[config.mk]
export PLATFORM = sky130hd
export DESIGN_NAME = string_cmp_engine
export DESIGN_NICKNAME = d
export VERILOG_FILES = /design/src/rtl/string_cmp_engine.sv
export SDC_FILE = /design/constraint.sdc
export NUM_CORES = 1
export LEC_CHECK = 0
export CAP_MARGIN = 20
export CORE_AREA = 2 2 130 132
export DETAILED_ROUTE_END_ITERATION = 6
export DIE_AREA = 0 0 132 134
export PLACE_DENSITY = 0.54
export SYNTH_ARGS = -nofsm -noshare
export SYNTH_HDL_FRONTEND = slang
export SYNTH_SLANG_ARGS = --single-unit
[constraint.sdc]
create_clock -name i_clk -period 6.7 [get_ports i_clk]
set_input_delay 1.005 -clock i_clk [delete_from_list [all_inputs] [get_ports i_clk]]
set_output_delay 1.005 -clock i_clk [all_outputs]
set_load 0.05 [all_outputs]
[src/rtl/string_cmp_engine.sv]
// strcmp-style compare of two packed-character word streams popped from FIFO A and FIFO B.
// Stops on first differing byte, shared NUL, or the programmed (clamped) character count.
module string_cmp_engine #(
    parameter int MAX_WORDS = 4
) (
    input  logic        i_clk,
    input  logic        i_rst_n,
    input  logic        i_go,
    input  logic [4:0]  i_length,
    input  logic [31:0] i_a_word,
    input  logic        i_a_valid,
    output logic        o_a_pop,
    input  logic [31:0] i_b_word,
    input  logic        i_b_valid,
    output logic        o_b_pop,
    output logic        o_busy,
    output logic        o_done,
    output logic        o_match,
    output logic [8:0]  o_diff,
    output logic [4:0]  o_mis_index
);
    localparam logic [4:0] LIMIT = 5'(MAX_WORDS * 4);

    typedef enum logic [1:0] {S_IDLE, S_FETCH, S_CMP, S_DONE} state_t;

    state_t      r_state, w_state_next;
    logic [31:0] r_a_word, w_a_word_next;
    logic [31:0] r_b_word, w_b_word_next;
    logic [4:0]  r_cnt, w_cnt_next;
    logic [4:0]  r_len, w_len_next;
    logic [1:0]  r_ptr, w_ptr_next;
    logic        r_busy, w_busy_next;
    logic        r_done, w_done_next;
    logic        r_match, w_match_next;
    logic [8:0]  r_diff, w_diff_next;
    logic [4:0]  r_mis_index, w_mis_index_next;
    logic        w_pop;
    logic [4:0]  w_len_clamped;
    logic [4:0]  w_cnt_inc;
    logic [7:0]  w_a_byte [4];
    logic [7:0]  w_b_byte [4];
    logic [7:0]  w_ca, w_cb;

    // Byte 0 is the most significant byte of each word.
    for (genvar gi = 0; gi < 4; gi++) begin : g_bytes
        assign w_a_byte[gi] = r_a_word[31-8*gi -: 8];
        assign w_b_byte[gi] = r_b_word[31-8*gi -: 8];
    end

    assign w_ca          = w_a_byte[r_ptr];
    assign w_cb          = w_b_byte[r_ptr];
    assign w_len_clamped = (i_length > LIMIT) ? LIMIT : i_length;
    assign w_cnt_inc     = r_cnt + 5'd1;

    always_ff @(posedge i_clk or negedge i_rst_n) begin
        if (!i_rst_n) begin
            r_state     <= S_IDLE;
            r_a_word    <= '0;
            r_b_word    <= '0;
            r_cnt       <= '0;
            r_len       <= '0;
            r_ptr       <= '0;
            r_busy      <= 1'b0;
            r_done      <= 1'b0;
            r_match     <= 1'b0;
            r_diff      <= '0;
            r_mis_index <= '0;
        end else begin
            r_state     <= w_state_next;
            r_a_word    <= w_a_word_next;
            r_b_word    <= w_b_word_next;
            r_cnt       <= w_cnt_next;
            r_len       <= w_len_next;
            r_ptr       <= w_ptr_next;
            r_busy      <= w_busy_next;
            r_done      <= w_done_next;
            r_match     <= w_match_next;
            r_diff      <= w_diff_next;
            r_mis_index <= w_mis_index_next;
        end
    end

    always_comb begin
        w_state_next     = r_state;
        w_a_word_next    = r_a_word;
        w_b_word_next    = r_b_word;
        w_cnt_next       = r_cnt;
        w_len_next       = r_len;
        w_ptr_next       = r_ptr;
        w_busy_next      = r_busy;
        w_done_next      = r_done;
        w_match_next     = r_match;
        w_diff_next      = r_diff;
        w_mis_index_next = r_mis_index;
        w_pop            = 1'b0;

        case (r_state)
            S_IDLE, S_DONE: begin
                if (i_go) begin
                    w_done_next      = 1'b0;
                    w_match_next     = 1'b0;
                    w_diff_next      = '0;
                    w_mis_index_next = '0;
                    w_cnt_next       = '0;
                    w_len_next       = w_len_clamped;
                    if (w_len_clamped == 5'd0) begin
                        w_state_next = S_DONE;
                        w_done_next  = 1'b1;
                        w_match_next = 1'b1;
                        w_busy_next  = 1'b0;
                    end else begin
                        w_state_next = S_FETCH;
                        w_busy_next  = 1'b1;
                    end
                end
            end
            S_FETCH: begin
                if (i_a_valid && i_b_valid) begin
                    w_pop         = 1'b1;
                    w_a_word_next = i_a_word;
                    w_b_word_next = i_b_word;
                    w_ptr_next    = 2'd0;
                    w_state_next  = S_CMP;
                end
            end
            S_CMP: begin
                if (w_ca != w_cb) begin
                    w_match_next     = 1'b0;
                    w_diff_next      = {1'b0, w_ca} - {1'b0, w_cb};
                    w_mis_index_next = r_cnt;
                    w_state_next     = S_DONE;
                    w_done_next      = 1'b1;
                    w_busy_next      = 1'b0;
                end else if (w_ca == 8'h00) begin
                    w_match_next     = 1'b1;
                    w_mis_index_next = r_cnt;
                    w_state_next     = S_DONE;
                    w_done_next      = 1'b1;
                    w_busy_next      = 1'b0;
                end else begin
                    w_cnt_next = w_cnt_inc;
                    if (w_cnt_inc == r_len) begin
                        w_match_next     = 1'b1;
                        w_mis_index_next = r_len;
                        w_state_next     = S_DONE;
                        w_done_next      = 1'b1;
                        w_busy_next      = 1'b0;
                    end else if (r_ptr == 2'd3) begin
                        w_state_next = S_FETCH;
                    end else begin
                        w_ptr_next = r_ptr + 2'd1;
                    end
                end
            end
            default: w_state_next = S_IDLE;
        endcase
    end

    // Pops are the only outputs allowed to follow the FIFO valids combinationally.
    assign o_a_pop     = w_pop;
    assign o_b_pop     = w_pop;
    assign o_busy      = r_busy;
    assign o_done      = r_done;
    assign o_match     = r_match;
    assign o_diff      = r_diff;
    assign o_mis_index = r_mis_index;
endmodule

==> results by group, run 1 <==
Min path
  • Type of the tightest min-delay check: reg -> reg
  • Hold depth: 2
  • Hold Path Sink: o_diff[2]$_DFFE_PN0P_
  • Hold Path Origin: o_diff[2]$_DFFE_PN0P_

Synth
  • Yosys cell types: 51
  • Asr flop ratio synth: between 90% and 100%
  • Synth Instances: 378
  • Synth area leader: dfrtp_1
  • Synth area leaders: dfrtp_1 50%, mux2_1 16%, mux4_2 7.5%
  • Synth Flop Type: dfrtp_1
  • Post-synth EDFFs: 0
  • Sequential element share of the synthesized area: between 40% and 50%
  • Synthesis warning total: 0
  • Net count after synthesis: 466
  • Mean post-synth cell area: approximately 13 um2
  • Post-synth top area share: roughly 50%
  • Synthesized flop and latch total: 95
  • Mapped Area: 0.00479 mm2

STA
  • Setup violations, final: 0
  • Final Critical Period: 3.75 ns
  • Skew final: 0.00687 ns
  • Worst-margin pin slew: around 0.86 ns
  • Fin. max-slew vios: 0
  • Setup TNS: 0 ns
  • Unrepaired setup endpoints after global routing: false
  • Tcrit/Tclk final: a little under three fifths
  • Slew headroom: 42.7%
  • Final Hold Vio Count: 0
  • Fmax achieved: ~270 MHz
  • Final Worst Setup Slack: 2.95 ns

Final layout
  • Share of cells above drive strength 1: 11.2%
  • Diode count: 0
  • Filler cell count: 1591
  • Area grow syn2layout: 30.2%
  • Final nets: 555

Setup path
  • Reg-to-reg endpoint: o_match$_DFFE_PN0P_
  • CP most frequent cell: clkdlybuf4s50_1
  • RR Startpoint: r_ptr[0]$_DFFE_PN0P_
  • Buffer and inverter count on the worst path: 2
  • CP Capture Type: output port
  • Critical Path AT: 2.75 ns
  • Worst R2R Setup Slack: 3.09 ns
  • Worst path required time: 5.69 ns
  • Top Family by Delay on Critical Path: buffers and inverters
  • Slowest cell delay on critical path: a little under 0.9 ns
  • Crit path max fanout: 9
  • Cells along the critical path: clkdlybuf4s50_1 -> nand2_1 -> nor2_4 -> clkdlybuf4s50_1
  • Startpoint Class: primary input
  • Slowest cell on crit path: clkdlybuf4s50_1
  • Worst-case reg-to-reg path depth: 7
  • Worst setup path class: in -> out

Drt
  • DR WL/cell: 15.4 um
  • Total iterations of the first detailed-routing run: 4
  • DRT antenna net count: 0
  • Final WL: roughly 11000 um
  • Via count: between 3000 and 4000
  • Via-to-Cell Ratio: 4.64
  • # DRC: 0
  • Starting DRT DRC Count: 137

Run
  • Max-cap violations: 0

Power
  • Pleak: 2.53 nW
  • Max IR drop VDD: 174 uV
  • P per Cell Area: 403 mW/mm2

Clocking
  • TritonCTS Buffers: 9
  • Clock transition at the registers of the reported paths: 0.06 ns
  • H-tree Lvls: 3
  • Resize count post-CTS: 0
  • CTS tree: done
  • Post-CTS setup buffer count: 0
  • Clock sink count: 95
  • Worst skew pair latency: 0.35 ns
  • Clk buf depth: 2
  • CTS Hold Bufs: 0
  • CTS Root Cell: clkbuf_16

Place
  • Port bufs: 92
  • DP HPWL: 8180 um
  • DP Worst Slack: 2.87 ns
  • Placer Congestion: 0.818

Floorplan
  • Initial core utilization: 29.4%
  • Core ar.: 0.0163 mm2
  • Die footprint: 0.0177 mm2
  • Die width: 132 um
  • Row count: 47
  • Die height: between 100 and 150 um
  • Num ports: 93

Global routing
  • First-pass GRT wire length: 17300 um
  • Largest net degree at the start of global routing: 59
  • Vias in the first global route: between 3000 and 4000
  • GRT overflow: 0
  • Aggregate global-route resource usage: 12.7%
  • Initial antenna violation count: 0

Run status
  • Status: completed
[worst max path at each step]
stage / from / endpoint / slack, ns / cells after the start
finish: i_a_valid / o_b_pop / 2.95 / 4
CTS: r_ptr[0]$_DFFE_PN0P_ / r_cnt[1]$_DFFE_PN0P_ / 2.84 / 9
global route: r_ptr[0]$_DFFE_PN0P_ / o_match$_DFFE_PN0P_ / 2.84 / 7
detailed placement: r_ptr[0]$_DFFE_PN0P_ / r_cnt[1]$_DFFE_PN0P_ / 2.87 / 9
global placement: r_ptr[0]$_DFFE_PN0P_ / r_cnt[3]$_DFFE_PN0P_ / 2.92 / 9
floorplan: i_a_valid / o_b_pop / 3.14 / 5
[stage by stage]
step                cell area [um2]  hold WS (ns)  utilization, %  total power (W)  instances
global route                   6240         0.498            38.3          0.00269        692
detailed placement             5930         0.469            36.4          0.00202        675
global placement               5930         0.464            36.4          0.00200        675
floorplan                      4790         0.452               -          0.00171        378
finish                         6240         0.480            38.3          0.00251        692
CTS                            6230         0.484            38.3          0.00255        691
[flip-flops by register name, indices dropped and copies added, names as in the netlist]
| register | cells |
|---|---|
| r_a_word | 32 |
| r_b_word | 32 |
| o_diff | 9 |
| o_mis_index | 5 |
| r_cnt | 5 |
| r_len | 5 |
| r_ptr | 2 |
| r_state | 2 |
| o_busy | 1 |
| o_done | 1 |
| o_match | 1 |
[cell type report]
cell class	count	area (um2)	share of cell area [%]
clock buffer	9	225	3.61
clock inverter	7	81.3	1.30
inverter	24	90.1	1.44
multi-input combinational	241	2240	35.9
sequential	95	2380	38.1
tap	220	275	4.41
timing repair buffer	96	948	15.2
[layout by cell type, fill, tap and decap left out, types with 2 or more instances in the layout]
| cell | netlist | final |
|---|---|---|
| dfrtp_1 | 95 | 95 |
| or3_1 | 3 | 3 |
| xor2_1 | 4 | 4 |
| xnor2_1 | 7 | 7 |
| nand4_1 | 3 | 3 |
| nor3_1 | 5 | 5 |
| buf_4 | 1 | 5 |
| mux2_1 | 67 | 67 |
| clkinv_4 | 0 | 3 |
| nor2b_1 | 2 | 2 |
| clkdlybuf4s50_1 | 0 | 91 |
| o211ai_1 | 2 | 2 |
| nand2_1 | 24 | 24 |
| inv_2 | 2 | 2 |
| nor2_1 | 11 | 10 |
| o21a_1 | 2 | 2 |
| o21ai_1 | 8 | 8 |
| ha_1 | 13 | 13 |
| nand3_1 | 4 | 4 |
| o21ai_0 | 7 | 7 |
| o2bb2ai_1 | 2 | 2 |
| inv_1 | 22 | 22 |
| clkbuf_16 | 0 | 9 |
| nor4_2 | 2 | 2 |
| mux4_2 | 16 | 16 |
| o22ai_1 | 2 | 2 |
| a21oi_1 | 10 | 10 |
| mux2i_1 | 9 | 9 |
| o22ai_2 | 5 | 5 |
| and2_1 | 2 | 2 |
| nand2b_1 | 8 | 8 |
| o31ai_1 | 5 | 5 |
[per-layer routing]
metal	part of all wire (%)	routed length [um]	vias to the layer above	GRT usage, %
met4	1.5	163	0	4.71
li1	-	-	1533	-
met3	3.4	366	9	3.21
met1	45	4780	1609	15.8
met2	50	5370	57	21.5
met5	0	0	-	0
[cell usage after synthesis, drive strengths merged (9+ instances only)]
cell type and count:
dfrtp 95, ha 13, clkbuf 9, buf 9, mux2i 9, o21ai 15
inv 24, nand2 25, nor2 12, mux4 16, mux2 67, a21oi 10
[worst register-to-register path, delay by kind of cell, from the launching register on]
family,cells,cell delay [ns]
simple gates,2,0.57
flops,1,0.59
mux,2,0.97
compound gates,1,0.59
buf+inv,1,0.38
fa+ha+maj,1,0.40
[kinds of logic (layout without fill, tap and decap cells)]
family	after synthesis	in the layout	synth area share [%]
multiplexers	92	92	25.1
AO/OA/AOI/OAI	52	52	7.54
flip-flops	95	95	49.6
buffers and inverters	42	136	3.76
XOR/XNOR	11	11	2.01
adder cells (fa/ha/maj)	14	14	3.81
AND/OR/NAND/NOR	72	72	8.14
[where the power goes]
part	switching (W)	internal, W
logic	0.000574	0.000481
clock network	0.000229	0.000294
registers	0.000124	0.000812
total	0.000927	0.00159
Power figures use the tool's default switching activity.
==> inputs of run 2 (changes only) <==
- clock period: 6.7 -> 3.6 ns (I/O delays scaled with it)
==> results by group, run 2 (synthesis gave the netlist of run 1 again) <==
Run status
  • Status: completed

Global routing
  • First-pass GRT wire length: roughly 18000 um
  • Largest net degree at the start of global routing: 83
  • GRT overflow: 0
  • Initial antenna violation count: 0
  • Vias in the first global route: 3563
  • Aggregate global-route resource usage: between 10% and 20%

Setup path
  • Buffer and inverter count on the worst path: 1
  • Cells along the critical path: buf_12 -> mux4_2 -> ha_1 -> nand4_1 -> or3_1 -> o311a_1 -> mux2_1
  • Crit path to: o_match$_DFFE_PN0P_
  • Setup crit start: r_ptr[0]$_DFFE_PN0P_
  • Slowest cell on crit path: o311a_1
  • Slowest cell delay on critical path: 0.56 ns
  • Worst R2R Setup Slack: 0.43 ns
  • Startpoint Class: flop
  • CP Capture Type: flop
  • Top Family by Delay on Critical Path: multiplexers
  • Critical Path AT: 3.41 ns
  • CP Depth: 7
  • Worst setup path class: reg -> reg
  • Worst path required time: 3.83 ns
  • Worst-case reg-to-reg path depth: 7
  • Reg-to-reg endpoint: o_match$_DFFE_PN0P_
  • Crit path max fanout: 20
  • RR Startpoint: r_ptr[0]$_DFFE_PN0P_

Final layout
  • Final nets: 559
  • Commonest non-fill, non-tap cells in the layout: 95 x dfrtp_1, 89 x clkdlybuf4s50_1, 67 x mux2_1
  • Filler cell count: 1586
  • Multi-input logic area: ~0.0022 mm2
  • Share of cells above drive strength 1: 12.4%
  • Reg area: around 0.0024 mm2
  • Diode count: 0
  • Most common cell after layout, fill and taps aside: dfrtp_1
  • Area grow syn2layout: 33.2%

Drt
  • DRT antenna net count: 0
  • Final WL: 11100 um
  • Via count: approximately 3200
  • # DRC: 0
  • DR WL/cell: 15.9 um
  • Starting DRT DRC Count: 143
  • Via-to-Cell Ratio: 4.64
  • Total iterations of the first detailed-routing run: 4

Clocking
  • Worst skew pair latency: around 0.35 ns
  • Resize count post-CTS: 0
  • TritonCTS Buffers: 9
  • CTS Hold Bufs: 0
  • CTS tree: done
  • Clock transition at the registers of the reported paths: 0.07 ns
  • CTS Root Cell: clkbuf_16
  • Clock sink count: 95
  • Clk buf depth: 2
  • H-tree Lvls: 3
  • Post-CTS setup buffer count: 0

STA
  • Fin. max-slew vios: 0
  • Setup violations, final: 0
  • Unrepaired setup endpoints after global routing: false
  • Slew headroom: 34.5%
  • Tcrit/Tclk final: 88.2%
  • Worst-margin pin slew: about 0.98 ns
  • Skew final: 0.00733 ns
  • Final Critical Period: 3.17 ns
  • Final Hold Vio Count: 0
  • Setup TNS: 0 ns
  • Fmax achieved: 315 MHz

Min path
  • Type of the tightest min-delay check: in -> async

Floorplan
  • Die footprint: 0.0177 mm2
  • Initial core utilization: 29.4%
  • Die height: 134 um
  • Core ar.: 0.0163 mm2
  • Die width: 132 um
  • Num ports: between 90 and 100
  • Row count: 47

Place
  • Placer Congestion: ~0.85
  • Port bufs: 92
  • DP HPWL: 8420 um

Power
  • Max IR drop VDD: 299 uV
  • P per Cell Area: around 760 mW/mm2
  • Pwr Total: 0.00487 W
  • Pleak: around 2.6 nW

Run
  • Max-cap violations: 0
[run 2: area by class of cell]
type / count / share of cell area, %
inverters: 24 / 1.41
clock inverters: 6 / 1.80
clock buffers: 10 / 3.74
repair buffers: 100 / 16.3
multi-input cells: 241 / 35.1
well taps: 220 / 4.31
flip-flops and latches: 95 / 37.2
[run 2: worst min path at each step]
stage	depth (start not counted)	from	to	slack (ns)
after floorplan	0	i_rst_n	o_busy$_DFFE_PN0P_	0.24
after global placement	1	r_b_word[20]$_DFFE_PN0P_	r_b_word[20]$_DFFE_PN0P_	0.46
after detailed placement	1	r_b_word[5]$_DFFE_PN0P_	r_b_word[5]$_DFFE_PN0P_	0.47
after CTS	1	i_rst_n	r_a_word[17]$_DFFE_PN0P_	0.43
after global routing	1	i_rst_n	r_a_word[17]$_DFFE_PN0P_	0.12
final	1	i_rst_n	r_a_word[17]$_DFFE_PN0P_	0.11
[run 2: stage by stage]
step	cell area (um2)	std cells	utilization (%)	setup WS [ns]	hold slack [ns]
after floorplan	4790	378	-	0.374	0.244
after global placement	6000	679	36.8	0.460	0.464
after detailed placement	6000	679	36.8	0.420	0.473
after CTS	6360	695	39.0	0.403	0.433
after global routing	6380	696	39.2	0.225	0.124
final	6380	696	39.2	0.426	0.106
[run 2: power by group]
part	internal, W	switching [W]	leakage (nW)
logic	0.000915	0.00108	1.25
clock network	0.000703	0.000416	0.170
registers	0.00151	0.000248	1.17
[run 2: routing by layer]
metal	part of all wire (%)	GRT usage, %
met5	0	0
met4	2.6	6.40
met3	3.0	2.53
met2	51	22.8
met1	44	16.1
==> inputs of run 3 (changes only) <==
- CORE_AREA: 2 2 130 132 -> 2 2 100 102
- DIE_AREA: 0 0 132 134 -> 0 0 102 104
- PLACE_DENSITY: 0.54 -> 0.82
==> results by group, run 3 (synthesis gave the netlist of run 1 again) <==
Run status
  • Status: completed

Power
  • Switching Share: 37.4%
  • Sequential share of power: 39.0%
  • P per Cell Area: 742 mW/mm2
  • Cell Int Power: 0.00282 W
  • P_sw: 0.00169 W
  • Logic pwr share: 43.4%
  • Max IR drop VDD: 476 uV
  • Pleak: 2.51 nW
  • Clock share of power: 17.6%

STA
  • Final Critical Period: about 3.3 ns
  • Setup violations, final: 0
  • Worst-margin pin slew: 0.863 ns
  • Final Hold Vio Count: 0
  • Unrepaired setup endpoints after global routing: false
  • Setup TNS: 0 ns
  • Tcrit/Tclk final: 92.1%
  • Final Worst Setup Slack: between 0.2 and 0.3 ns
  • Skew final: approximately 0.009 ns
  • Fmax achieved: 302 MHz
  • Slew headroom: 42.2%
  • Fin. max-slew vios: 0

Floorplan
  • Num ports: 93
  • Initial core utilization: 50.2%
  • Die width: 102 um
  • Core ar.: 0.00955 mm2
  • Die footprint: 0.0106 mm2
  • Die height: 104 um
  • Row count: 36

Global routing
  • Aggregate global-route resource usage: 20.4%
  • Grt peak-use layer: met2
  • GRT overflow: 0
  • Initial antenna violation count: 0
  • Met1 Track Usage GR: a little over a quarter
  • Global-route met2 utilization: 34.4%
  • Global routing usage on met3: 4.17%
  • Largest net degree at the start of global routing: 53
  • First-pass GRT wire length: roughly 17000 um
  • Vias in the first global route: 3523

Final layout
  • Diode count: 0
  • Area grow syn2layout: 26.9%
  • Multi-input logic area: 0.00224 mm2
  • Reg area: approximately 0.0024 mm2
  • Most common cell after layout, fill and taps aside: dfrtp_1
  • Design area: 0.00608 mm2
  • Fin cells: 607
  • Final nets: 557
  • Filler cell count: 746
  • Share of cells above drive strength 1: between 10% and 20%
  • Final core occ: between 60% and 70%
  • Commonest non-fill, non-tap cells in the layout: 95 x dfrtp_1, 91 x clkdlybuf4s50_1, 67 x mux2_1

Setup path
  • Critical Path AT: 3.56 ns
  • Startpoint Class: flop
  • CP Capture Type: flop
  • Worst setup path class: reg -> reg
  • Worst path required time: 3.85 ns
  • Crit path max fanout: 19
  • Worst R2R Setup Slack: 0.28 ns

Drt
  • Via-to-Cell Ratio: 5.35
  • # DRC: 0
  • Via count: 3248
  • DR WL/cell: 16.4 um
  • Final WL: 9960 um
  • DRT antenna net count: 0
  • Total iterations of the first detailed-routing run: 4
  • Starting DRT DRC Count: 133

Run
  • Max-cap violations: 0

Clocking
  • CTS Hold Bufs: 0
  • Clock transition at the registers of the reported paths: 0.09 ns
  • Worst skew pair latency: 0.36 ns
  • CTS tree: done
  • H-tree Lvls: 3
  • TritonCTS Buffers: 9
  • Resize count post-CTS: 0
  • Clock sink count: 95
  • Post-CTS setup buffer count: 0
  • Clk buf depth: 2
  • CTS Root Cell: clkbuf_8

Place
  • Placer Congestion: 0.892
  • DP Worst Slack: 0.298 ns
  • DP HPWL: slightly below 8000 um
  • Placed insts: 591
  • Port bufs: 92
  • Placed Area: 0.00585 mm2

Min path
  • Type of the tightest min-delay check: in -> async
[run 3: changes by cell type in the layout (fill, tap and decap cells not counted), sizes merged]
cell           change
clkdlybuf4s50      +2
clkinv             +1
buf                -4
bufinv             -1
[run 3: power by group through the flow]
stage	Sequential (W)	Clock [W]	Combinational, W
after CTS	0.00177	0.000809	0.00197
after global placement	0.00177	0	0.00190
after global routing	0.00182	0.000853	0.00218
final	0.00176	0.000793	0.00196
after floorplan	0.00180	0	0.00137
after detailed placement	0.00179	0	0.00196
[run 3: metal layers]
metal	part of all wire [%]	vias to the layer above
li1	-	1534
met1	42	1615
met2	52	83
met3	4.3	16
met4	1.9	0
met5	0	-
[run 3: per-stage QoR]
stage	total power, W	hold WS, ns
finish	0.00451	0.135
global placement	0.00367	0.464
global route	0.00485	0.175
CTS	0.00455	0.148
detailed placement	0.00375	0.474
floorplan	0.00317	0.244
[run 3: final cells by class]
type	count	area share, %
clock buffers	10	2.26
flip-flops and latches	95	39.1
inverters	24	1.48
repair buffers	98	16.0
well taps	133	2.74
multi-input cells	241	36.9
clock inverters	6	1.48
[run 3: final timing paths]
path,startpoint,endpoint,cells after the start
worst max-delay path,r_ptr[1]$_DFFE_PN0P_,o_match$_DFFE_PN0P_,6
worst min-delay path,i_rst_n,r_a_word[26]$_DFFE_PN0P_,1
worst max register to register,r_ptr[1]$_DFFE_PN0P_,o_match$_DFFE_PN0P_,6
worst min register to register,r_a_word[11]$_DFFE_PN0P_,r_a_word[11]$_DFFE_PN0P_,1
max in group asynchronous,i_rst_n,r_b_word[25]$_DFFE_PN0P_,2
min in group i_clk,r_a_word[11]$_DFFE_PN0P_,r_a_word[11]$_DFFE_PN0P_,1
[run 3: critical path: stages (launching register included)]
cell and delay [ns]:
dfrtp_1 0.84, mux4_2 0.44, ha_1 0.40, nand4_1 0.13, or3_1 0.45, o311a_1 0.57, mux2_1 0.37
